[config.mk]
export PLATFORM = sky130hd
export DESIGN_NAME = mux_arbiter_flat
export DESIGN_NICKNAME = d
export VERILOG_FILES = /design/src/rtl/mux_arbiter_if.sv /design/src/rtl/mux_arbiter.sv /design/src/flat_wrapper.sv
export SDC_FILE = /design/constraint.sdc
export NUM_CORES = 1
export LEC_CHECK = 0
export ABC_AREA = 1
export BUFFER_PORTS_ARGS = -buffer_cell sky130_fd_sc_hd__clkbuf_2
export CORE_UTILIZATION = 43
export CTS_CLUSTER_DIAMETER = 50
export DETAILED_ROUTE_END_ITERATION = 10
export MAX_ROUTING_LAYER = met4
export PLACE_DENSITY_LB_ADDON = 0.15
export RECOVER_POWER = 50
export SKIP_LAST_GASP = 1
export SLEW_MARGIN = 20
export SYNTH_ARGS = -nofsm -noshare
export SYNTH_HDL_FRONTEND = slang
export SYNTH_SLANG_ARGS = --single-unit
[constraint.sdc]
create_clock -name clk -period 1.3 [get_ports clk]
set_input_delay 0.13 -clock clk [delete_from_list [all_inputs] [get_ports clk]]
set_output_delay 0.13 -clock clk [all_outputs]
set_load 0.03 [all_outputs]
[src/rtl/mux_arbiter_if.sv]
// mux_arbiter_if -- handshake bundle between two requesters (U, V), the
// shared registered 2:1 mux output and its downstream consumer.
//   req_u/data_u/ack_u : requester U handshake and payload
//   req_v/data_v/ack_v : requester V handshake and payload
//   x                  : mux select (0 = U, 1 = V)
//   z/z_valid/z_ready  : registered mux output with valid/ready handshake
//   count              : completed transfers, modulo 2^16
// slave  = arbiter side, master = requesters + downstream side.
interface mux_arbiter_if #(
    parameter int WIDTH = 8
);
    logic             req_u;
    logic [WIDTH-1:0] data_u;
    logic             ack_u;
    logic             req_v;
    logic [WIDTH-1:0] data_v;
    logic             ack_v;
    logic             x;
    logic [WIDTH-1:0] z;
    logic             z_valid;
    logic             z_ready;
    logic [15:0]      count;

    modport slave (
        input  req_u, data_u, req_v, data_v, z_ready,
        output ack_u, ack_v, x, z, z_valid, count
    );

    modport master (
        output req_u, data_u, req_v, data_v, z_ready,
        input  ack_u, ack_v, x, z, z_valid, count
    );
endinterface

[src/rtl/mux_arbiter.sv]
// mux_arbiter -- round-robin arbiter for two requesters feeding a registered
// 2:1 multiplexer. A grant latches the winner's payload into z one cycle after
// the request is seen in IDLE; the transfer completes when downstream raises
// z_ready, which pulses the winner's ack in that same cycle. IDLE is always
// revisited between grants, so peak throughput is one transfer per two cycles.
//   clk : rising-edge clock
//   rst : asynchronous active-low reset
//   bus : mux_arbiter_if.slave (handshakes, mux select, output, count)
module mux_arbiter #(
    parameter int WIDTH = 8
) (
    input  logic          clk,
    input  logic          rst,
    mux_arbiter_if.slave  bus
);
    localparam logic [1:0] IDLE    = 2'd0;
    localparam logic [1:0] SERVE_U = 2'd1;
    localparam logic [1:0] SERVE_V = 2'd2;

    logic [1:0]       state_q, state_d;
    logic [WIDTH-1:0] z_q, z_d;
    logic             x_q, x_d;
    logic             z_valid_q, z_valid_d;
    logic             last_q, last_d;     // 1 = V was served last
    logic [15:0]      count_q, count_d;
    logic             grant_u, grant_v;
    logic             ack_u, ack_v;

    // On contention the requester not served last wins.
    assign grant_u = bus.req_u & (~bus.req_v | last_q);
    assign grant_v = bus.req_v & ~grant_u;

    // Ack is combinational on z_ready so the requester sees acceptance in the
    // very cycle downstream takes z.
    assign ack_u = (state_q == SERVE_U) & bus.z_ready;
    assign ack_v = (state_q == SERVE_V) & bus.z_ready;

    always_comb begin
        state_d   = state_q;
        z_d       = z_q;
        x_d       = x_q;
        z_valid_d = z_valid_q;
        last_d    = last_q;
        count_d   = count_q;
        case (state_q)
            IDLE: begin
                if (grant_u) begin
                    state_d   = SERVE_U;
                    x_d       = 1'b0;
                    z_d       = bus.data_u;
                    z_valid_d = 1'b1;
                end else if (grant_v) begin
                    state_d   = SERVE_V;
                    x_d       = 1'b1;
                    z_d       = bus.data_v;
                    z_valid_d = 1'b1;
                end
            end
            SERVE_U: begin
                if (ack_u) begin
                    state_d   = IDLE;
                    z_valid_d = 1'b0;
                    last_d    = 1'b0;
                    count_d   = count_q + 16'd1;
                end
            end
            SERVE_V: begin
                if (ack_v) begin
                    state_d   = IDLE;
                    z_valid_d = 1'b0;
                    last_d    = 1'b1;
                    count_d   = count_q + 16'd1;
                end
            end
            default: begin
                state_d   = IDLE;
                z_valid_d = 1'b0;
            end
        endcase
    end

    always_ff @(posedge clk or negedge rst) begin
        if (!rst) begin
            state_q   <= IDLE;
            z_q       <= '0;
            x_q       <= 1'b0;
            z_valid_q <= 1'b0;
            last_q    <= 1'b1;
            count_q   <= 16'd0;
        end else begin
            state_q   <= state_d;
            z_q       <= z_d;
            x_q       <= x_d;
            z_valid_q <= z_valid_d;
            last_q    <= last_d;
            count_q   <= count_d;
        end
    end

    assign bus.ack_u   = ack_u;
    assign bus.ack_v   = ack_v;
    assign bus.x       = x_q;
    assign bus.z       = z_q;
    assign bus.z_valid = z_valid_q;
    assign bus.count   = count_q;
endmodule

[src/flat_wrapper.sv]
// flat-port wrapper written by rule: the top's interface ports become plain ports
module mux_arbiter_flat 
#(
    parameter int WIDTH = 8
)
  (clk, rst, bus_req_u, bus_data_u, bus_req_v, bus_data_v, bus_z_ready, bus_ack_u, bus_ack_v, bus_x, bus_z, bus_z_valid, bus_count);
  mux_arbiter_if #(.WIDTH(WIDTH)) bus_i ();
  input  logic clk;
  input  logic rst;
  input wire logic [$bits(bus_i.req_u)-1:0] bus_req_u;
  input wire logic [$bits(bus_i.data_u)-1:0] bus_data_u;
  input wire logic [$bits(bus_i.req_v)-1:0] bus_req_v;
  input wire logic [$bits(bus_i.data_v)-1:0] bus_data_v;
  input wire logic [$bits(bus_i.z_ready)-1:0] bus_z_ready;
  output wire logic [$bits(bus_i.ack_u)-1:0] bus_ack_u;
  output wire logic [$bits(bus_i.ack_v)-1:0] bus_ack_v;
  output wire logic [$bits(bus_i.x)-1:0] bus_x;
  output wire logic [$bits(bus_i.z)-1:0] bus_z;
  output wire logic [$bits(bus_i.z_valid)-1:0] bus_z_valid;
  output wire logic [$bits(bus_i.count)-1:0] bus_count;
  assign bus_i.req_u = bus_req_u;
  assign bus_i.data_u = bus_data_u;
  assign bus_i.req_v = bus_req_v;
  assign bus_i.data_v = bus_data_v;
  assign bus_i.z_ready = bus_z_ready;
  assign bus_ack_u = bus_i.ack_u;
  assign bus_ack_v = bus_i.ack_v;
  assign bus_x = bus_i.x;
  assign bus_z = bus_i.z;
  assign bus_z_valid = bus_i.z_valid;
  assign bus_count = bus_i.count;
  mux_arbiter #(.WIDTH(WIDTH)) u_core (.clk(clk), .rst(rst), .bus(bus_i));
endmodule
# Word level (Yosys, flattened, before mapping)
# Cells that the tools add are included.
[totals]
reg_bits = 29
inputBits = 21
wordCells = 43
[classes]
addsub = 1
n_eq_ne = 5
n_mux = 18
n_bitwise = 7
n_reduce_logical = 6
[ops]
columns = ["operator", "n"]
rows = [
  ["$mux 16", 2],
  ["$pmux 16 s2", 1],
  ["$add 16x1->16 const B", 1],
  ["$mux 8", 2],
  ["$mux 2", 4],
  ["$mux 1", 6],
  ["$pmux 2 s3", 1],
  ["$reduce_and 3->1", 2],
  ["$and 1x1->1", 4],
  ["$ne 2x2->1 const B", 2],
  ["$reduce_bool 2->1", 2],
  ["$ne 3x1->1 const B", 1],
  ["$pmux 1 s3", 1],
  ["$eq 2x1->1 const B", 1],
  ["$eq 2x2->1 const B", 1],
  ["$logic_not 2->1", 1],
  ["$not 1->1", 2],
  ["$pmux 1 s2", 1],
  ["$reduce_and 2->1", 1],
  ["$or 1x1->1", 1],
]

# Logic depth before layout (Yosys ltp)
# Gate-level depths: netlist (run 1).
[logic_depth]
ltp_word = 8
ltp_mapped = 9
ltp_nobuf = 8

# Worst setup path before layout (run 1)
# No wires, ideal clock.
[synth_timing]
kind = "register to register"
from = "register u_core.count_q[1] (netlist: u_core.bus.count[1])"
to = "register u_core.count_q[6] (netlist: u_core.bus.count[6])"
setup_time_ps = 134
arrival_time_ps = 1369
required_ps = 1166
setup_slack_ps = -203
stages_incl_launch_ff = 8
path_buffers = 0
period_less_slack_ps = 1503
cell_sequence = "dfrtp_1 ha_1 inv_1 nor2_2 inv_2 nor2_8 nand2_2 xnor2_2"
[synth_via]
elab_chain_len = 3
word_cells_on_any_way = 4
[synth_lines]
columns = ["item", "line_no", "source"]
rows = [
  ["start: declaration", "mux_arbiter.sv:25", "logic [15:0] count_q, count_d;"],
  ["start signal: assignment", "mux_arbiter.sv:96", "count_q <= count_d;"],
  ["$add 16x1->16 *", "mux_arbiter.sv:64, mux_arbiter.sv:72", ""],
  ["$mux 16 (on tied branches)", "mux_arbiter.sv:68, mux_arbiter.sv:60", ""],
  ["$pmux 16 s2 *", "mux_arbiter.sv:45", "case (state_q)"],
]
# Every way passes the cells marked *; elsewhere a longest branch is shown, timed or not. The select of a mux whose other input is x is not followed.
# A chain may end at the register's enable or synchronous reset.

# Worst setup path after layout (run 1)
[layout_timing]
from = "register u_core.state_q[1]"
to = "register u_core.count_q[11] (netlist: u_core.bus.count[11])"
[layout_via]
elab_chain_len = 4
word_cells_on_any_way = 9
[layout_lines]
columns = ["item", "line_no", "source"]
rows = [
  ["start: declaration", "mux_arbiter.sv:20", "logic [1:0] state_q, state_d;"],
  ["start signal: assignment", "mux_arbiter.sv:91", "state_q <= state_d;"],
  ["$eq 2x2->1 or $eq 2x1->1 (tied branches)", "mux_arbiter.sv:36, mux_arbiter.sv:45, mux_arbiter.sv:35", ""],
  ["$and 1x1->1 (on tied branches)", "mux_arbiter.sv:36, mux_arbiter.sv:35", ""],
  ["$ne 2x2->1 (no source line)", "--", ""],
  ["$reduce_and 3->1 (no source line)", "--", ""],
]
# Several ways; a longest one is shown, not always the timed one.

==> results.sh, run 1 <==
export IMPL_status="complete, but fails checks"
export IMPL_violations="setup timing"
export IMPL_cts_buffer_depth=2
export IMPL_fin_nets=299
export IMPL_io_pins=49
export IMPL_drt_iter0_drc=89
export IMPL_antenna_found_initial=0
export IMPL_cts_sinks=29
export IMPL_p_seq_share_pct=29.3
export IMPL_fmax_ghz=0.706
export IMPL_crit_path_max_fanout=6
export IMPL_drt_first_pass_iters=4
export IMPL_crit_type="flip-flop to flip-flop"
export IMPL_start_kind="flip-flop"
export IMPL_die_h_um=63.0
export IMPL_timing_final_crit_share_pct=109
export IMPL_path_cells="inv_2 > ha_2 > o21bai_4 > nand2_4 > nor2_4 > nand3_1 > nand2_1 > nand2_1"
export IMPL_synth_seq_cells=29
export IMPL_grt_first_pass_wirelength_um=6560
export IMPL_rsz0062_at_grt="yes"
export IMPL_min_period_ns=1.42
export IMPL_yosysSeqAreaShare_pct=45.5
export IMPL_layout_setup_ws_ns=-0.117
export IMPL_place_gp_congestion=0.808
export IMPL_setup_viol=30
export IMPL_p_int_mw=2.80
export IMPL_final_antenna_net_count=0
export IMPL_yosysWarnings=0
export IMPL_avgSynthCellArea_um2=8.04
export IMPL_crit_path_end_kind="flip-flop"
export IMPL_crit_path_top_delay_cell="dfrtp_1"
export IMPL_cp_required_ns=1.47
export IMPL_cts_made_buffers=5
export IMPL_cts_max_level=2
export IMPL_yosys_top_cells_count="62 x nand2_1, 28 x dfrtp_1, 20 x nor2_1"
export IMPL_finalPower_mw=5.02
export IMPL_cts_tree="built"
export IMPL_cpMostUsedCell="nand2_1"
export IMPL_ys_types=24
export IMPL_clock_skew_ns=0.00382
export IMPL_grt_pass1_vias=1496
export IMPL_wire_per_inst_um=11.9
export IMPL_crit_path_max_incr_delay_ns=0.39
export IMPL_holdWs_ns=0.108
export IMPL_pwr_share_clk_pct=19.4
export IMPL_synth_net_count=224
export IMPL_drive_above_1_share_pct=39.3
export IMPL_synth_top_area_cell="dfrtp_1"
export IMPL_power_leakage_nw=1.14
export IMPL_insertion_delay_ns=0.28
export IMPL_grt_max_degree=30
export IMPL_drt_wl_total_um=3820
export IMPL_post_place_ws_ns=-0.198
export IMPL_hold_viol=0
export IMPL_synth_async_reset_ratio_pct=100
export IMPL_synth_edff_count=0
export IMPL_ys_flop_type="dfrtp_1"
export IMPL_worstHoldPathType="input port to flip-flop"
export IMPL_p_comb_share_pct=51.3
export IMPL_power_switching_fraction_pct=44.3
export IMPL_synthMostInstantiatedCell="nand2_1"
export IMPL_maxCapViolCount=0
export IMPL_syn_to_final_growth_pct=38.1
export IMPL_root_buffer="clkbuf_8"
export IMPL_die_area_um2=3970
export IMPL_hpwl_um=2810
export IMPL_slew_violations=0
export IMPL_drc=0
export IMPL_synthTopCellsByArea="dfrtp_1 44%, nand2_1 15%, nor2_1 4.7%"
export IMPL_row_count=21
export IMPL_clk_pin_slew_ns=0.06
export IMPL_grt_usage_pct=22.0
export IMPL_power_per_cell_area_nw_per_um2=2270
export IMPL_dr_total_vias=1530
export IMPL_io_buffers=48
export IMPL_netlist_area_um2=1600
export IMPL_irDropWorstVdd_uv=1270
export IMPL_yosys_area_top_type_share_pct=43.8
export IMPL_max_slew_margin_pct=53.2
export IMPL_worstPathArrival_ns=1.59
export IMPL_viasPerCell=4.77
export IMPL_n_fill_cell=302
export IMPL_overflow=0
export IMPL_core_um2=3440
export IMPL_syn_inst=199
export IMPL_switchingPower_mw=2.22
export IMPL_die_x_um=63.0
export IMPL_initial_utilization_pct=46.5
export IMPL_worst_pin_slew_ns=0.703
export IMPL_n_antenna_cell=0
-- path summary, 6_finish.rpt --
path | from | end | slack, ns | cells after the start
min | bus_data_u[7] | u_core.bus.z[7]$_DFFE_PN0P_ | 0.11 | 3
max | u_core.state_q[1]$_DFFE_PN0P_ | u_core.bus.count[11]$_DFFE_PN0P_ | -0.12 | 8
max in group asynchronous | rst | u_core.bus.count[1]$_DFFE_PN0P_ | 0.29 | 3
min in group asynchronous | rst | u_core.bus.z[2]$_DFFE_PN0P_ | 0.51 | 3
max reg2reg | u_core.state_q[1]$_DFFE_PN0P_ | u_core.bus.count[11]$_DFFE_PN0P_ | -0.12 | 8
min reg2reg | u_core.bus.z_valid$_DFFE_PN0P_ | u_core.bus.z_valid$_DFFE_PN0P_ | 0.48 | 2
-- cell type report --
class | count | area (um2) | share of cell area (%)
Clock buffer | 7 | 86.3 | 3.91
Clock inverter | 1 | 30.0 | 1.36
Inverter | 25 | 101 | 4.59
Multi-Input combinational cell | 145 | 792 | 35.9
Sequential cell | 29 | 732 | 33.1
Tap cell | 46 | 57.6 | 2.61
Timing Repair Buffer | 67 | 402 | 18.2
Timing Repair inverter | 1 | 7.51 | 0.340
-- repair_timing --
item                       CTS  global route
hold buffers                 1             0
setup endpoints to repair   30            31
buffers inserted             3             1
pin swaps                    3             2
cloned                       2             0
gates resized for setup     14             1
hold endpoints to repair    28             0
-- cell usage in the layout (no fill, tap or decap), types with 2 or more instances in the layout --
cell type | netlist | routed
buf_4 | 0 | 15
buf_6 | 1 | 2
clkbuf_2 | 0 | 47
clkbuf_8 | 0 | 7
dfrtp_1 | 28 | 24
dfrtp_2 | 0 | 4
ha_2 | 0 | 3
inv_1 | 19 | 16
inv_2 | 6 | 7
nand2_1 | 62 | 62
nand2_2 | 4 | 3
nand3_1 | 6 | 6
nand4_1 | 5 | 5
nor2_1 | 20 | 20
nor2_2 | 5 | 5
o21ai_0 | 10 | 9
o21ai_1 | 13 | 13
xor2_1 | 6 | 6
-- flip-flops by register name, indices dropped and copies added (netlist names) --
register / cells
u_core.bus.z: 8
u_core.state_q: 2
u_core.bus.count: 16
u_core.bus.z_valid: 1
u_core.bus.x: 1
u_core.last_q: 1
-- metrics by stage --
stage                     std cells  setup TNS [ns]  util (%)  area (um2)
after floorplan                 199          -0.143         -        1610
after global placement          306           -1.15      58.1        2000
after detailed placement        306           -2.37      58.1        2000
after CTS                       320           -1.88      63.9        2200
after global routing            321           -4.06      64.2        2210
final                           321           -1.68      64.2        2210
-- metal layers --
layer | GRT usage [%] | wire length (um)
met4 | 8.72 | 78
met3 | 4.56 | 210
met1 | 26.7 | 1690
met2 | 35.5 | 1840
met5 | - | 0
-- critical path: cells and delay by family (launching register included) --
family	cells	cell delay, ns
AO/OA/AOI/OAI	1	0.17
adder cells (fa/ha/maj)	1	0.19
buffers and inverters	1	0.06
flip-flops	1	0.39
AND/OR/NAND/NOR	5	0.50
-- power groups by stage --
stage	logic [mW]	registers, mW	clock network [mW]
CTS	2.57	1.47	0.992
floorplan	1.01	2.01	0
global route	2.82	1.51	1.02
detailed placement	2.29	1.48	0
global placement	2.24	1.47	0
finish	2.58	1.47	0.974
-- logic make-up (layout without fill, tap and decap cells) --
kind of cell,count (synthesis),count (layout),synth area share [%]
fa+ha+maj,4,4,3.13
flops,29,29,45.5
buf+inv,26,101,6.57
xor+xnor,8,8,4.85
simple gates,104,104,28.6
compound gates,28,29,11.4
No activity file was read; power rests on OpenSTA's default activity.
==> inputs of run 2 (changes only) <==
--- a/config.mk
+++ b/config.mk
@@ -7,11 +7,13 @@
 export LEC_CHECK = 0
 export ABC_AREA = 1
 export BUFFER_PORTS_ARGS = -buffer_cell sky130_fd_sc_hd__clkbuf_2
-export CORE_UTILIZATION = 43
+export CELL_PAD_IN_SITES_DETAIL_PLACEMENT = 1
+export CELL_PAD_IN_SITES_GLOBAL_PLACEMENT = 1
+export CORE_UTILIZATION = 33
 export CTS_CLUSTER_DIAMETER = 50
 export DETAILED_ROUTE_END_ITERATION = 10
 export MAX_ROUTING_LAYER = met4
-export PLACE_DENSITY_LB_ADDON = 0.15
+export PLACE_DENSITY = 0.84
 export RECOVER_POWER = 50
 export SKIP_LAST_GASP = 1
 export SLEW_MARGIN = 20
==> results.sh, run 2 (same netlist as run 1, synthesis figures left out) <==
export IMPL_regToRegSetupSlack_ns=-0.20
export IMPL_drt_wl_total_um=5070
export IMPL_worstPathArrival_ns=1.70
export IMPL_grt_usage_pct=21.9
export IMPL_drc=0
export IMPL_fin_nets=300
export IMPL_largest_register_ffs=16
export IMPL_finalPower_mw=5.17
export IMPL_worstHoldPathType="input port to flip-flop"
export IMPL_hold_start="bus_data_u[2]"
export IMPL_cts_buffer_depth=2
export IMPL_die_area_um2=5130
export IMPL_grt_pass1_vias=1768
export IMPL_worst_pin_slew_ns=0.756
export IMPL_power_per_cell_area_nw_per_um2=2300
export IMPL_cts_made_buffers=5
export IMPL_dr_total_vias=1605
export IMPL_io_buffers=48
export IMPL_final_antenna_net_count=0
export IMPL_post_place_ws_ns=-0.205
export IMPL_irDropWorstVdd_uv=1570
export IMPL_final_cell_mix="62 x nand2_1, 47 x clkbuf_2, 23 x dfrtp_1, 19 x nor2_1"
export IMPL_grt_first_pass_wirelength_um=8270
export IMPL_n_antenna_cell=0
export IMPL_drt_first_pass_iters=4
export IMPL_hpwl_um=3290
export IMPL_cp_required_ns=1.50
export IMPL_rr_endpoint="u_core.bus.z[3]$_DFFE_PN0P_"
export IMPL_grt_use_met1_pct=25.1
export IMPL_hold_viol=0
export IMPL_cts_tree="built"
export IMPL_r2r_start="u_core.state_q[1]$_DFFE_PN0P_"
export IMPL_crit_path_end_kind="flip-flop"
export IMPL_hold_path_end="u_core.bus.z[2]$_DFFE_PN0P_"
export IMPL_syn_to_final_growth_pct=40.8
export IMPL_setup_viol=29
export IMPL_hold_depth=3
export IMPL_wire_per_inst_um=15.4
export IMPL_status="complete, but fails checks"
export IMPL_place_area_um2=2020
export IMPL_viasPerCell=4.89
export IMPL_cts_max_level=2
export IMPL_start_kind="flip-flop"
export IMPL_rsz0062_at_grt="yes"
export IMPL_fin_area_um2=2250
export IMPL_antenna_found_initial=0
export IMPL_violations="setup timing"
export IMPL_overflow=0
export IMPL_insertion_delay_ns=0.29
export IMPL_drive_above_1_share_pct=40.9
export IMPL_grt_busiest_layer="met2"
export IMPL_use_met3_pct=3.38
export IMPL_clock_skew_ns=0.00757
export IMPL_drt_iter0_drc=38
export IMPL_final_common_cell="nand2_1"
export IMPL_die_x_um=71.6
export IMPL_initial_utilization_pct=35.5
export IMPL_place_gp_congestion=0.828
export IMPL_core_um2=4500
export IMPL_power_leakage_nw=1.16
export IMPL_slew_violations=0
export IMPL_min_period_ns=1.50
export IMPL_cts_sinks=29
export IMPL_grt_use_met2_pct=37.3
export IMPL_clk_pin_slew_ns=0.07
export IMPL_crit_path_max_fanout=5
export IMPL_io_pins=49
export IMPL_fmax_ghz=0.668
export IMPL_grt_max_degree=30
export IMPL_maxCapViolCount=0
export IMPL_layout_setup_ws_ns=-0.197
export IMPL_root_buffer="clkbuf_8"
export IMPL_max_slew_margin_pct=49.6
export IMPL_timing_final_crit_share_pct=115
export IMPL_holdWs_ns=0.0936
export IMPL_die_h_um=71.6
export IMPL_rr_worst_depth=7
export IMPL_crit_type="flip-flop to flip-flop"
export IMPL_row_count=24
run 2: how the worst max path moves through the flow:
stage,start,endpoint,cells past startpoint
final,u_core.state_q[1]$_DFFE_PN0P_,u_core.bus.z[3]$_DFFE_PN0P_,7
after global routing,u_core.state_q[1]$_DFFE_PN0P_,u_core.bus.z[3]$_DFFE_PN0P_,7
after CTS,u_core.state_q[0]$_DFFE_PN0P_,u_core.bus.count[9]$_DFFE_PN0P_,7
after detailed placement,u_core.state_q[1]$_DFFE_PN0P_,u_core.bus.count[2]$_DFFE_PN0P_,7
after global placement,u_core.state_q[0]$_DFFE_PN0P_,u_core.bus.count[3]$_DFFE_PN0P_,6
after floorplan,u_core.state_q[1]$_DFFE_PN0P_,u_core.bus.count[6]$_DFFE_PN0P_,8
run 2: repair_timing:
| action | CTS | global route |
|---|---|---|
| setup endpoints to repair | 29 | 30 |
| pin swaps | 3 | 4 |
| endpoints found under the hold margin | 28 | 0 |
| hold buffers | 1 | 0 |
| resized for setup | 11 | 12 |
| setup buffers | 1 | 5 |
| cloned | 0 | 0 |
run 2: power breakdown:
group | total [mW] | leakage [nW] | switching, mW | internal [mW]
logic | 2.82 | 0.741 | 1.77 | 1.05
registers | 1.50 | 0.364 | 0.256 | 1.24
clock network | 0.846 | 0.0542 | 0.368 | 0.478
total | 5.17 | 1.16 | 2.40 | 2.77
run 2: final cells by class:
cell class / count / area, um2
Tap cell: 52 / 65.1
Clock buffer: 7 / 96.3
Fill cell: 574 / 2250
Sequential cell: 29 / 733
Clock inverter: 1 / 5.00
Timing Repair Buffer: 70 / 448
Inverter: 25 / 101
Multi-Input combinational cell: 144 / 802
run 2: stage by stage:
stage / utilization, % / TNS, ns / instances
floorplan: - / -0.143 / 199
global placement: 44.8 / -0.941 / 313
detailed placement: 44.8 / -2.10 / 313
CTS: 48.1 / -1.27 / 323
global route: 50.0 / -5.28 / 328
finish: 50.0 / -2.99 / 328
run 2: per-layer routing:
metal	routed length, um	vias up
met2	2690	27
met5	0	-
li1	-	774
met1	2140	793
met4	133	0
met3	100	11
run 2: critical path, cell delays in order, from the launching register on:
cell and delay, ns:
dfrtp_1 0.42, inv_2 0.10, ha_2 0.18, inv_2 0.05, a21oi_4 0.21, buf_6 0.15, o21ai_0 0.11, o21ai_1 0.20
==> inputs of run 3 (changes only) <==
--- a/config.mk
+++ b/config.mk
@@ -15,6 +15,7 @@
 export MAX_ROUTING_LAYER = met4
 export PLACE_DENSITY = 0.84
 export RECOVER_POWER = 50
+export REMOVE_ABC_BUFFERS = 1
 export SKIP_LAST_GASP = 1
 export SLEW_MARGIN = 20
 export SYNTH_ARGS = -nofsm -noshare
==> results.sh, run 3 (same netlist as run 1, synthesis figures left out) <==
export IMPL_status="complete, but fails checks"
export IMPL_violations="setup timing"
export IMPL_insertion_delay_ns=0.29
export IMPL_io_buffers=48
export IMPL_grt_usage_pct=23.5
export IMPL_crit_path_max_fanout=5
export IMPL_crit_path_end_kind="flip-flop"
export IMPL_drc=0
export IMPL_slew_violations=0
export IMPL_fmax_ghz=0.643
export IMPL_finalPower_mw=5.48
export IMPL_final_antenna_net_count=0
export IMPL_n_fill_cell=556
export IMPL_worstHoldPathType="input port to flip-flop"
export IMPL_die_x_um=71.6
export IMPL_dr_total_vias=1642
export IMPL_grt_max_degree=30
export IMPL_start_kind="flip-flop"
export IMPL_die_area_um2=5130
export IMPL_hold_viol=0
export IMPL_cts_max_level=2
export IMPL_die_h_um=71.6
export IMPL_rsz0062_at_grt="yes"
export IMPL_min_period_ns=1.56
export IMPL_worstPathArrival_ns=1.73
export IMPL_final_cell_mix="54 x nand2_1, 47 x clkbuf_2, 27 x dfrtp_1, 20 x nor2_1, 16 x buf_4"
export IMPL_drt_wl_total_um=5370
export IMPL_setup_viol=31
export IMPL_n_antenna_cell=0
export IMPL_initial_utilization_pct=35.5
export IMPL_drive_above_1_share_pct=44.7
export IMPL_drt_iter0_drc=82
export IMPL_layout_setup_ws_ns=-0.255
export IMPL_max_slew_margin_pct=50.1
export IMPL_irDropWorstVdd_uv=1120
export IMPL_cts_tree="built"
export IMPL_path_buf_inv=3
export IMPL_fin_nets=306
export IMPL_cts_made_buffers=5
export IMPL_place_gp_congestion=0.762
export IMPL_row_count=24
export IMPL_overflow=0
export IMPL_power_per_cell_area_nw_per_um2=2290
export IMPL_clock_skew_ns=0.0105
export IMPL_path_cells="inv_4 > ha_4 > clkinvlp_4 > a21oi_4 > clkinvlp_4 > nand2_1 > o21ai_1"
export IMPL_antenna_found_initial=0
export IMPL_core_um2=4500
export IMPL_syn_to_final_growth_pct=49.8
export IMPL_power_leakage_nw=1.20
export IMPL_crit_path_max_incr_delay_ns=0.46
export IMPL_cp_top_family="flip-flops"
export IMPL_wire_per_inst_um=16.1
export IMPL_crit_path_top_delay_cell="dfrtp_2"
export IMPL_multiInputGateArea_um2=902
export IMPL_final_common_cell="nand2_1"
export IMPL_viasPerCell=4.92
export IMPL_finalSetupTns_ns=-5.14
export IMPL_crit_type="flip-flop to flip-flop"
export IMPL_io_pins=49
export IMPL_timing_final_crit_share_pct=120
export IMPL_largest_register_ffs=16
export IMPL_root_buffer="clkbuf_8"
export IMPL_seq_area_um2=728
export IMPL_worst_pin_slew_ns=0.749
export IMPL_regToRegSetupSlack_ns=-0.26
export IMPL_maxCapViolCount=0
export IMPL_cts_sinks=29
export IMPL_grt_pass1_vias=1791
export IMPL_cpMostUsedCell="clkinvlp_4"
export IMPL_cts_buffer_depth=2
export IMPL_hpwl_um=3450
export IMPL_drt_first_pass_iters=4
export IMPL_grt_first_pass_wirelength_um=8760
export IMPL_cp_required_ns=1.48
export IMPL_clk_pin_slew_ns=0.07
==> run 3: cell types whose count changed in the layout (fill, tap and decap cells not counted), moves of 4 or more <==
cell / delta
nand2_2: +5
nand2_1: -8
o21ai_2: +4
dfrtp_2: -4
dfrtp_1: +4
==> run 3: report_power, final <==
part / internal (mW) / switching [mW]
Clock: 0.380 / 0.354
Combinational: 1.25 / 1.98
Sequential: 1.23 / 0.279
Total: 2.86 / 2.62
==> run 3: final cells by class <==
| class | instances | area share (%) |
|---|---|---|
| Multi-Input combinational cell | 145 | 37.7 |
| Sequential cell | 29 | 30.4 |
| Timing Repair Buffer | 74 | 20.8 |
| Inverter | 25 | 4.80 |
| Clock buffer | 8 | 3.34 |
| Tap cell | 52 | 2.72 |
| Timing Repair inverter | 1 | 0.313 |
==> run 3: path summary, 6_finish.rpt <==
check	depth (start not counted)	to	from
worst max-delay path	7	u_core.bus.z[4]$_DFFE_PN0P_	u_core.state_q[0]$_DFFE_PN0P_
worst min-delay path	3	u_core.bus.z[0]$_DFFE_PN0P_	bus_data_u[0]
worst max register to register	7	u_core.bus.z[4]$_DFFE_PN0P_	u_core.state_q[0]$_DFFE_PN0P_
worst min register to register	2	u_core.bus.z_valid$_DFFE_PN0P_	u_core.bus.z_valid$_DFFE_PN0P_
max in group asynchronous	3	u_core.state_q[0]$_DFFE_PN0P_	rst
min in group asynchronous	3	u_core.bus.z[0]$_DFFE_PN0P_	rst
==> run 3: tightest hold or removal path: stages <==
cell and delay, ns:
clkbuf_2 0.08, nor2_1 0.04, o21ai_1 0.11
==> run 3: what timing repair did <==
item,in CTS,in global routing
gates resized for setup,41,15
setup buffers,9,1
hold buffers,1,0
endpoints found under the setup margin,31,31
cloned,2,0
pin swaps,12,7
endpoints found under the hold margin,28,0
==> run 3: stage by stage <==
step / instance area, um2 / utilization (%) / instances / worst slack (ns) / hold WS [ns]
finish: 2400 / 53.2 / 334 / -0.255 / 0.102
global route: 2400 / 53.2 / 334 / -0.291 / 0.115
CTS: 2340 / 52.0 / 333 / -0.183 / 0.103
detailed placement: 2010 / 44.7 / 314 / -0.271 / 0.170
global placement: 2010 / 44.7 / 314 / -0.166 / 0.164
floorplan: 1590 / - / 198 / -0.209 / -0.166
==> run 3: routing by layer <==
layer  global-route usage [%]  up-vias  routed length (um)
met5                        -        -                   0
met4                     10.0        0                 166
met3                     5.34       16                 149
met2                     38.5       31                2740
met1                     27.8      801                2310
li1                         -      794                   -
